### src/rtl/instr_fetch_unit_pkg.sv
// Shared types and constants for the instruction fetch unit and its line buffer.
// HALT word and address width default here unless a build-level define overrides them.
`ifndef HALT
`define HALT 16'hF000
`endif
`ifndef A_BITS
`define A_BITS 8
`endif

package fetch_pkg;
    localparam int          A_BITS    = `A_BITS;
    localparam logic [15:0] HALT_WORD = `HALT;

    typedef enum logic [1:0] {
        IDLE,
        DEMAND,
        PREF
    } fetch_state_t;

    // Tag field sized for the widest address; narrower tags are zero-extended.
    typedef struct packed {
        logic              valid;
        logic [A_BITS-1:0] tag;
        logic [15:0]       data;
    } fetch_line_t;
endpackage

### src/rtl/instr_fetch_unit_if.sv
// Program-memory request/acknowledge bus between the fetch unit (master) and memory (slave).
interface instr_fetch_unit_if #(
    parameter int ADDR_W = 8
);
    logic              mem_req;
    logic [ADDR_W-1:0] mem_addr;
    logic              mem_ack;
    logic [15:0]       mem_rdata;

    modport master (output mem_req, mem_addr, input mem_ack, mem_rdata);
    modport slave  (input mem_req, mem_addr, output mem_ack, mem_rdata);
endinterface

### src/rtl/instr_fetch_unit_tag_array.sv
// Direct-mapped line storage: two combinational read ports, one synchronous write port,
// asynchronous clear and a synchronous flush of every valid bit (flush beats a write).
module fetch_tag_array
    import fetch_pkg::*;
#(
    parameter int LINES = 4,
    parameter int IDX_W = $clog2(LINES)
) (
    input  logic             clk,
    input  logic             rst_n,
    input  logic             flush_i,
    input  logic [IDX_W-1:0] rd_a_idx_i,
    output fetch_line_t      rd_a_line_o,
    input  logic [IDX_W-1:0] rd_b_idx_i,
    output fetch_line_t      rd_b_line_o,
    input  logic             wr_en_i,
    input  logic [IDX_W-1:0] wr_idx_i,
    input  fetch_line_t      wr_line_i
);
    fetch_line_t lines_q [LINES];

    generate
        for (genvar gi = 0; gi < LINES; gi++) begin : g_line
            always_ff @(posedge clk or negedge rst_n) begin
                if (!rst_n) begin
                    lines_q[gi] <= '0;
                end else if (flush_i) begin
                    lines_q[gi].valid <= 1'b0;
                end else if (wr_en_i && wr_idx_i == IDX_W'(gi)) begin
                    lines_q[gi] <= wr_line_i;
                end
            end
        end
    endgenerate

    assign rd_a_line_o = lines_q[rd_a_idx_i];
    assign rd_b_line_o = lines_q[rd_b_idx_i];
endmodule

### src/rtl/instr_fetch_unit.sv
// Instruction fetch unit: direct-mapped buffer in front of a req/ack program memory,
// presenting HALT to the core while a demand miss is serviced, with optional next-line prefetch.
module instr_fetch_unit
    import fetch_pkg::*;
#(
    parameter int ADDR_W   = A_BITS,
    parameter int LINES    = 4,
    parameter int PREFETCH = 1
) (
    input  logic                      clk,
    input  logic                      rst_n,
    input  logic [ADDR_W-1:0]         pc_i,
    input  logic                      flush_i,
    output logic [15:0]               instruction_o,
    output logic                      miss_o,
    output logic [15:0]               miss_count_o,
    instr_fetch_unit_if.master        mem
);
    localparam int IDX_W = $clog2(LINES);

    fetch_state_t      state_q;
    logic              req_q;
    logic [ADDR_W-1:0] addr_q;
    logic              pf_pend_q;
    logic [ADDR_W-1:0] pf_addr_q;
    logic              drop_q;
    logic [15:0]       miss_cnt_q;
    logic [15:0]       miss_cnt_d;

    fetch_line_t pc_line;
    fetch_line_t pf_line;
    fetch_line_t wr_line;
    logic        hit;
    logic        pf_hit;
    logic        ack;
    logic        fill_ok;

    fetch_tag_array #(
        .LINES (LINES),
        .IDX_W (IDX_W)
    ) u_tags (
        .clk         (clk),
        .rst_n       (rst_n),
        .flush_i     (flush_i),
        .rd_a_idx_i  (pc_i[IDX_W-1:0]),
        .rd_a_line_o (pc_line),
        .rd_b_idx_i  (pf_addr_q[IDX_W-1:0]),
        .rd_b_line_o (pf_line),
        .wr_en_i     (fill_ok),
        .wr_idx_i    (addr_q[IDX_W-1:0]),
        .wr_line_i   (wr_line)
    );

    assign hit     = pc_line.valid && (pc_line.tag == A_BITS'(pc_i >> IDX_W));
    assign pf_hit  = pf_line.valid && (pf_line.tag == A_BITS'(pf_addr_q >> IDX_W));
    assign ack     = req_q && mem.mem_ack;
    // A flush in the ack cycle, or any flush while the request was outstanding, discards the fill.
    assign fill_ok = ack && !flush_i && !drop_q;

    assign wr_line = '{valid: 1'b1, tag: A_BITS'(addr_q >> IDX_W), data: mem.mem_rdata};

    assign instruction_o = hit ? pc_line.data : HALT_WORD;
    assign miss_o        = !hit;
    assign miss_count_o  = miss_cnt_q;
    assign mem.mem_req   = req_q;
    assign mem.mem_addr  = addr_q;

    assign miss_cnt_d = (miss_o && miss_cnt_q != 16'hFFFF) ? miss_cnt_q + 16'd1 : miss_cnt_q;

    always_ff @(posedge clk or negedge rst_n) begin
        if (!rst_n) begin
            state_q    <= IDLE;
            req_q      <= 1'b0;
            addr_q     <= '0;
            pf_pend_q  <= 1'b0;
            pf_addr_q  <= '0;
            drop_q     <= 1'b0;
            miss_cnt_q <= '0;
        end else begin
            miss_cnt_q <= miss_cnt_d;
            case (state_q)
                IDLE: begin
                    if (miss_o) begin
                        state_q   <= DEMAND;
                        req_q     <= 1'b1;
                        addr_q    <= pc_i;
                        drop_q    <= 1'b0;
                        pf_pend_q <= 1'b0;
                    end else if (pf_pend_q && !pf_hit && !flush_i) begin
                        state_q <= PREF;
                        req_q   <= 1'b1;
                        addr_q  <= pf_addr_q;
                        drop_q  <= 1'b0;
                    end
                end
                DEMAND: begin
                    if (ack) begin
                        state_q   <= IDLE;
                        req_q     <= 1'b0;
                        pf_pend_q <= fill_ok && (PREFETCH != 0);
                        pf_addr_q <= addr_q + ADDR_W'(1);
                    end else if (flush_i) begin
                        drop_q <= 1'b1;
                    end
                end
                PREF: begin
                    if (ack) begin
                        state_q   <= IDLE;
                        req_q     <= 1'b0;
                        pf_pend_q <= 1'b0;
                    end else if (flush_i) begin
                        drop_q <= 1'b1;
                    end
                end
                default: begin
                    state_q <= IDLE;
                    req_q   <= 1'b0;
                end
            endcase
            if (flush_i) begin
                pf_pend_q <= 1'b0;
            end
        end
    end
endmodule

### src/flat_wrapper.sv
// flat-port wrapper written by rule: the top's interface ports become plain ports
module instr_fetch_unit_flat import fetch_pkg::*;
#(
    parameter int ADDR_W   = A_BITS,
    parameter int LINES    = 4,
    parameter int PREFETCH = 1
)
  (clk, rst_n, pc_i, flush_i, instruction_o, miss_o, miss_count_o, mem_mem_req, mem_mem_addr, mem_mem_ack, mem_mem_rdata);
  instr_fetch_unit_if #(.ADDR_W(ADDR_W)) mem_i ();
  input  logic clk;
  input  logic rst_n;
  input  logic [ADDR_W-1:0] pc_i;
  input  logic flush_i;
  output logic [15:0] instruction_o;
  output logic miss_o;
  output logic [15:0] miss_count_o;
  output wire logic [$bits(mem_i.mem_req)-1:0] mem_mem_req;
  output wire logic [$bits(mem_i.mem_addr)-1:0] mem_mem_addr;
  input wire logic [$bits(mem_i.mem_ack)-1:0] mem_mem_ack;
  input wire logic [$bits(mem_i.mem_rdata)-1:0] mem_mem_rdata;
  assign mem_mem_req = mem_i.mem_req;
  assign mem_mem_addr = mem_i.mem_addr;
  assign mem_i.mem_ack = mem_mem_ack;
  assign mem_i.mem_rdata = mem_mem_rdata;
  instr_fetch_unit #(.ADDR_W(ADDR_W), .LINES(LINES), .PREFETCH(PREFETCH)) u_core (.clk(clk), .rst_n(rst_n), .pc_i(pc_i), .flush_i(flush_i), .instruction_o(instruction_o), .miss_o(miss_o), .miss_count_o(miss_count_o), .mem(mem_i));
endmodule
### config.mk
export PLATFORM = sky130hd
export DESIGN_NAME = instr_fetch_unit_flat
export DESIGN_NICKNAME = d
export VERILOG_FILES = /design/src/rtl/instr_fetch_unit_pkg.sv /design/src/rtl/instr_fetch_unit_if.sv /design/src/rtl/instr_fetch_unit_tag_array.sv /design/src/rtl/instr_fetch_unit.sv /design/src/flat_wrapper.sv
export SDC_FILE = /design/constraint.sdc
export NUM_CORES = 1
export LEC_CHECK = 0
export BUFFER_PORTS_ARGS = -buffer_cell sky130_fd_sc_hd__buf_2
export CAP_MARGIN = 20
export CORE_MARGIN = 2
export CORE_UTILIZATION = 47
export DETAILED_ROUTE_END_ITERATION = 8
export PLACE_DENSITY = 0.73
export REMOVE_ABC_BUFFERS = 1
export SYNTH_ARGS = -nofsm -noshare
export SYNTH_HDL_FRONTEND = slang
export SYNTH_SLANG_ARGS = --single-unit
export TNS_END_PERCENT = 1
### constraint.sdc
create_clock -name clk -period 2.56 [get_ports clk]
set_input_delay 0.128 -clock clk [delete_from_list [all_inputs] [get_ports clk]]
set_output_delay 0.128 -clock clk [all_outputs]
set_load 0.05 [all_outputs]
==> impl_results.md, run 1 <==
- Status: finished, violations left
- Failing checks: negative setup slack
- Critical path's largest stage delay: approximately 0.48 ns
- Post-CTS Setup Repair Bufs: 0
- TritonCTS clock tree: built
- Post-synth cell types: 43
- Layout area overhead: 23.8%
- Sequential Power Share: 41.8%
- Initial antenna violation count: 1
- Post-synth EDFFs: 0
- DRT Pass-1 Iters: 4
- CP startpoint kind: register
- Post-synth top cells: dfrtp_1, mux2_2, mux4_2, nand2_1
- Slew @ Worst Pin: 0.724 ns
- Leak: 0.00378 uW
- Post-DP HPWL: approximately 9700 um
- Latest clock arrival within the worst-skew pair: 0.42 ns
- Crit-path cells: mux4_2 > xor2_1 > nor4_2 > and3_4 > buf_6 > nand2b_1 > buf_4
- Fin cells: between 700 and 800
- Setup Crit Path Kind: register to output port
- Max-Cap Viols: 0
- Port buffer count: between 60 and 70
- Async S/R FF share, synth: 100%
- YS warnings: 0
- Core Box Area: 13,700 um^2
- CP bufs+invs: 2
- Final hold vios: 0
- Final setup violation count: 16
- Fin crit share: 103%
- Clock share of power: 47.6%
- Crit path max-delay family: simple AND/OR/NAND/NOR gates
- Top FF cell, synth: dfrtp_1
- Net Sw Frac: around 24%
- Maximum vdd drop: 0.428 mV
- Max Slew Vio Count: 0
- Die Y: 122 um
- Root buffer cell: clkbuf_16
- Yosys top cell area share: 49.5%
- Area leader, netlist: dfrtp_1
- Synth area leaders: dfrtp_1, mux2_2, mux4_2
- Vias in the first global route: 4,728
- Crit path max fanout: 14
- HP Class: input pin to register
- Final WS setup: -0.0737 ns
- Drt drc: 0
- Final min period: 2.63 ns
- Row count: 43
- Layout cells sized above 1: about two fifths
- # IOs: 70
- Nets@finish: 640
- Worst path slowest cell: mux4_2
- Slew HR: 51.7%
- Total CTS buffers: 17
- Grt ovf: 0
- Crit. End Element: output port
- Starting density of the core: between 40% and 50%
- Width of the die: about 120 um
- Gpl congestion: 0.886
- Vias per inst: 5.67
- CTS H-tree lvls: 4
- Wire per inst: about 19 um
- Post-Route WL: 15,100 um
- Clock sinks: 129
- Final clock skew: between 0.008 and 0.009 ns
- Cells after Synth: 515
- #FFs+latches synth: 129
- Final ANT Viol Nets: 0
- Cell area after synthesis: 6510 um^2
- Seq/Total Area, Yosys: 49.5%
- GR Util All Layers: 22.0%
- CP Data Required Time: between 2 and 2.5 ns
- DRT iter0 DRCs: 299
- Most common cell in the netlist: dfrtp_1
- Global-route wire length before repair: 24,700 um
- Largest net degree at the start of global routing: 58
- CP arrival: 2.51 ns
- Int Pwr: 3910 uW
- Die area: 14,800 um^2
- Net Sw Power: ~1200 uW
- RSZ-0062 raised after global routing: yes
- Pwr Density: 638 nW/um^2
- Clock Tree Buf Depth: 2
- Total Power: just over 5000 uW
- Synth Area per Inst: 12.7 um^2
- Via count: 4,501
- Combinational share of power: 10.7%
- Max Clock Freq: about 380 MHz
- Clock transition at path regs: approximately 0.05 ns
- Placed cell count: 746
power groups by stage:
stage	sequential, uW	combinational, uW	clock (uW)
after floorplan	2360	149	0
after global placement	2180	519	0
after detailed placement	2180	529	0
after CTS	2150	554	2490
after global routing	2160	593	2580
final	2150	548	2450
kinds of logic after synthesis:
kind of cell | after synthesis | synth area share (%)
muxes | 131 | 26.3
buffers and inverters | 51 | 3.28
xor gates and xnor gates | 32 | 4.30
DFF | 129 | 49.5
and+or+nand+nor | 110 | 9.37
AOI/OAI and AO/OA | 53 | 5.42
adders and majority gates | 9 | 1.73
worst paths after layout:
path | start | to | slack (ns) | depth (start not counted)
max | u_core.u_tags.lines_q[17] | instruction_o[12] | -0.07 | 7
min | mem_mem_ack | u_core.mem.mem_req | 0.06 | 4
max reg2reg | u_core.u_tags.lines_q[17] | u_core.mem.mem_addr[6] | 0.09 | 8
min reg2reg | u_core.miss_count_o[5] | u_core.miss_count_o[5] | 0.49 | 1
max in group asynchronous | rst_n | u_core.miss_count_o[5] | 1.47 | 3
min in group asynchronous | rst_n | u_core.u_tags.lines_q[77] | 0.31 | 2
final cells by class:
class / instances / area [um^2]
Fill cell: 1071 / 5660
Inverter: 13 / 48.8
Sequential cell: 129 / 3230
Tap cell: 180 / 225
Antenna cell: 1 / 2.50
Clock buffer: 22 / 454
Clock inverter: 7 / 135
Timing Repair Buffer: 107 / 843
Multi-Input combinational cell: 335 / 3130
stage by stage:
stage	util [%]	area (um^2)	setup TNS (ns)	hold WS [ns]	worst slack, ns
after floorplan	-	6350	-4.21	-0.168	-0.396
after global placement	51.6	7090	0	0.207	0.0952
after detailed placement	51.6	7090	0	0.227	0.0725
after CTS	58.3	8000	-0.986	0.0369	-0.0738
after global routing	58.8	8060	-1.99	0.0618	-0.163
final	58.8	8060	-0.754	0.0554	-0.0737
worst reg2reg max path: cells and delay by family (launching register included):
kind | cells | cell delay (ns)
flip-flops | 1 | 0.39
multiplexers | 1 | 0.48
XOR/XNOR | 1 | 0.17
buffers and inverters | 2 | 0.31
AND/OR/NAND/NOR | 3 | 0.88
AO/OA/AOI/OAI | 1 | 0.12
cells in the final DEF, fill, tap and decap left out, types with 2 or more instances in the layout:
cell and instances:
dfrtp_1 128, mux2_2 94, buf_2 51, mux4_2 23
nand2_1 23, xnor2_1 21, buf_4 20, dlygate4sd3_1 18
clkbuf_16 17, o21ai_0 15, a211oi_1 15, mux2i_1 14
nand2b_1 13, inv_1 12, nand3_1 12, xor2_1 11
and2_4 10, nand4_1 10, buf_8 10, ha_1 9
and3_1 8, nor2_1 7, nor4_1 7, o22ai_1 7
buf_6 6, and2_1 4, nor2b_1 4, clkbuf_1 4
bufinv_16 4, a21oi_1 3, a31oi_1 3, clkinv_2 3
o32ai_1 2, nor3_1 2, and4_1 2, buf_12 2
timing repair:
action | in CTS | in global routing
gates resized for setup | 44 | 19
setup endpoints to repair | 18 | 20
pin swaps | 2 | 5
endpoints found under the hold margin | 119 | 0
hold buffers | 18 | 0
metal layers:
metal / share of wire (%) / up-vias / global-route usage (%)
met3: 4.2 / 36 / 5.62
met1: 42 / 2281 / 28.2
met2: 51 / 111 / 35.8
met4: 2.8 / 0 / 9.48
li1: - / 2073 / -
met5: 0 / - / 0
sequential cells by signal (all words and copies together), names as in the netlist:
signal	count
u_core.u_tags.lines_q	92
u_core.pf_pend_q	1
u_core.drop_q	1
u_core.state_q	2
u_core.pf_addr_q	8
u_core.miss_count_o	16
u_core.mem.mem_addr	8
u_core.mem.mem_req	1
(Power assumes the default switching activity.)
==> run 2: changes to the inputs <==
Settings changed: CORE_ASPECT_RATIO set to 1.1, CORE_UTILIZATION 47 to 38, PLACE_DENSITY 0.73 to 0.63.
==> impl_results.md, run 2 (synthesis results as in run 1) <==
- Vias per inst: between 5 and 6
- Width of the die: 129 um
- Final setup violation count: 1
- Worst hold stages: 2
- Crit path max-delay family: simple AND/OR/NAND/NOR gates
- Initial antenna violation count: 1
- Final ANT Viol Nets: 0
- Failing checks: negative setup slack
- Final clock skew: 0.00918 ns
- Clock Tree Buf Depth: 2
- CP startpoint kind: register
- Post-DP HPWL: 10,200 um
- Pwr Density: 648 nW/um^2
- Met1 Use GR: about 23%
- Drt drc: 0
- Worst hold start: flush_i
- Most frequent cells in the layout: dfrtp_1, mux2_2, buf_2
- Final min period: between 2 and 3 ns
- Setup Crit Path Kind: register to output port
- Gpl congestion: 0.800
- Met2 Track Usage GR: between 20 and 30%
- Port buffer count: just under 70
- Total Power: 5300 uW
- Post-route cell area: 8190 um^2
- Grt ovf: 0
- Path depth of the worst reg2reg path: 8
- Crit-path cells: mux4_2 > xor2_1 > nor4_2 > and3_4 > buf_12 > and2_4 > buf_8
- RSZ-0062 raised after global routing: yes
- Post-Route WL: 15,400 um
- Wire per inst: 18.6 um
- Largest net degree at the start of global routing: between 70 and 80
- Crit path max fanout: 11
- Worst path slowest cell: mux4_2
- Final hold vios: 0
- Global-route wire length before repair: roughly 25,000 um
- Max Slew Vio Count: 0
- Reg2reg end: u_core.miss_count_o[10]
- Met3 usage: 4.37%
- Status: finished, violations left
- Max reg flops: 92
- Root buffer cell: clkbuf_16
- Maximum vdd drop: ~0.38 mV
- Grt peak-use layer: met2
- Layout area overhead: 25.7%
- Vias in the first global route: 4,756
- Row count: 50
- Max Clock Freq: just under 400 MHz
- Nets@finish: around 640
- # IOs: 70
- Clock sinks: 129
- DRT iter0 DRCs: 261
- Leak: 0.00383 uW
- Core Box Area: 16,900 um^2
- CP bufs+invs: 2
- Via count: approximately 4,500
- Most common cell after layout, fill and taps aside: dfrtp_1
- WHS Endpoint: u_core.u_tags.lines_q[24]
- Register-to-Register Setup Slack: ~0.16 ns
- Register bank with the most flops: u_core.u_tags.lines_q
- Fill cells: 1,514
- Die Y: 141 um
- CP arrival: about 2.4 ns
- Ant diodes: 0
- Max-Cap Viols: 0
- HP Class: input pin to register
- Total CTS buffers: 17
- GR Util All Layers: 17.9%
- Reg2reg start: u_core.u_tags.lines_q[20]
- DRT Pass-1 Iters: 4
- Starting density of the core: between 30% and 40%
- Final WS setup: -0.00585 ns
- Clock transition at path regs: 0.06 ns
- Layout cells sized above 1: about two fifths
- Placed cell areas: 7130 um^2
- CTS H-tree lvls: 4
- Latest clock arrival within the worst-skew pair: 0.42 ns
- Critical path's largest stage delay: 0.48 ns
- Fin crit share: 100%
- Slew HR: a little under three fifths
- Slew @ Worst Pin: 0.659 ns
- CP Data Required Time: approximately 2.4 ns
- Crit. End Element: output port
- TritonCTS clock tree: built
- Die area: ~18,000 um^2
[run 2: cell types whose count changed in the layout (fill, tap and decap cells not counted), moves of 2 or more]
cell	delta
inv_6	+4
clkbuf_1	-3
clkinv_2	-3
clkinv_4	+3
clkinvlp_4	+3
and2_1	-2
and2_4	+2
buf_4	+2
buf_8	+2
[run 2: power breakdown]
group / total [uW] / leakage (uW) / switching [uW] / internal (uW)
logic: 555 / 0.00176 / 374 / 180
clock network: 2600 / 0.000298 / 950 / 1640
registers: 2150 / 0.00177 / 61.1 / 2090
[run 2: per-stage QoR]
| stage | util [%] | TNS [ns] | hold slack [ns] | setup slack, ns | std cells |
|---|---|---|---|---|---|
| after global routing | 48.5 | -1.18 | 0.0321 | -0.0969 | 827 |
| after detailed placement | 42.2 | -0.0324 | 0.0722 | -0.0320 | 773 |
| after floorplan | - | -4.21 | -0.168 | -0.396 | 477 |
| after CTS | 48.1 | -1.06 | 0.00658 | -0.106 | 826 |
| after global placement | 42.2 | -0.0150 | 0.0603 | -0.0150 | 773 |
| final | 48.5 | -0.00585 | 0.0276 | -0.00585 | 827 |
[run 2: layer usage]
metal / share of wire (%) / vias to the layer above
met5: 0.10 / -
met4: 1.8 / 2
met3: 5.3 / 19
met2: 49 / 114
met1: 44 / 2326
li1: - / 2071
[run 2: final cells by class]
type	count	area, um^2	area share [%]
clock inverters	14	204	2.49
flip-flops and latches	129	3230	39.4
multi-input cells	335	3120	38.0
clock buffers	18	429	5.24
inverters	13	51.3	0.626
repair buffers	110	900	11.0
well taps	208	260	3.18
[run 2: worst reg2reg max path: stages (launching register included)]
cell	delay (ns)
dfrtp_1	0.40
mux4_2	0.48
xor2_1	0.16
nor4_2	0.26
and3_4	0.27
buf_12	0.16
buf_4	0.11
nand4bb_1	0.11
mux2_2	0.33
[run 2: worst max-delay path by stage]
stage	start	end	slack (ns)	cells after the start
3_5_place_dp	u_core.pf_addr_q[0]	u_core.drop_q	-0.03	7
3_3_place_gp	pc_i[0]	u_core.mem.mem_addr[5]	-0.01	8
4_1_cts	u_core.u_tags.lines_q[17]	instruction_o[6]	-0.11	7
5_1_grt	u_core.u_tags.lines_q[20]	instruction_o[5]	-0.1	7
6_report	u_core.u_tags.lines_q[20]	instruction_o[5]	-0.006	7
2_1_floorplan	u_core.u_tags.lines_q[17]	u_core.mem.mem_addr[5]	-0.40	7
[run 2: timing repair]
item / CTS / global route
endpoints found under the hold margin: 88 / 0
buffers inserted: 3 / 1
cloned: 1 / 0
gates resized for setup: 48 / 17
pin swaps: 2 / 2
endpoints found under the setup margin: 17 / 26
hold buffers: 17 / 0
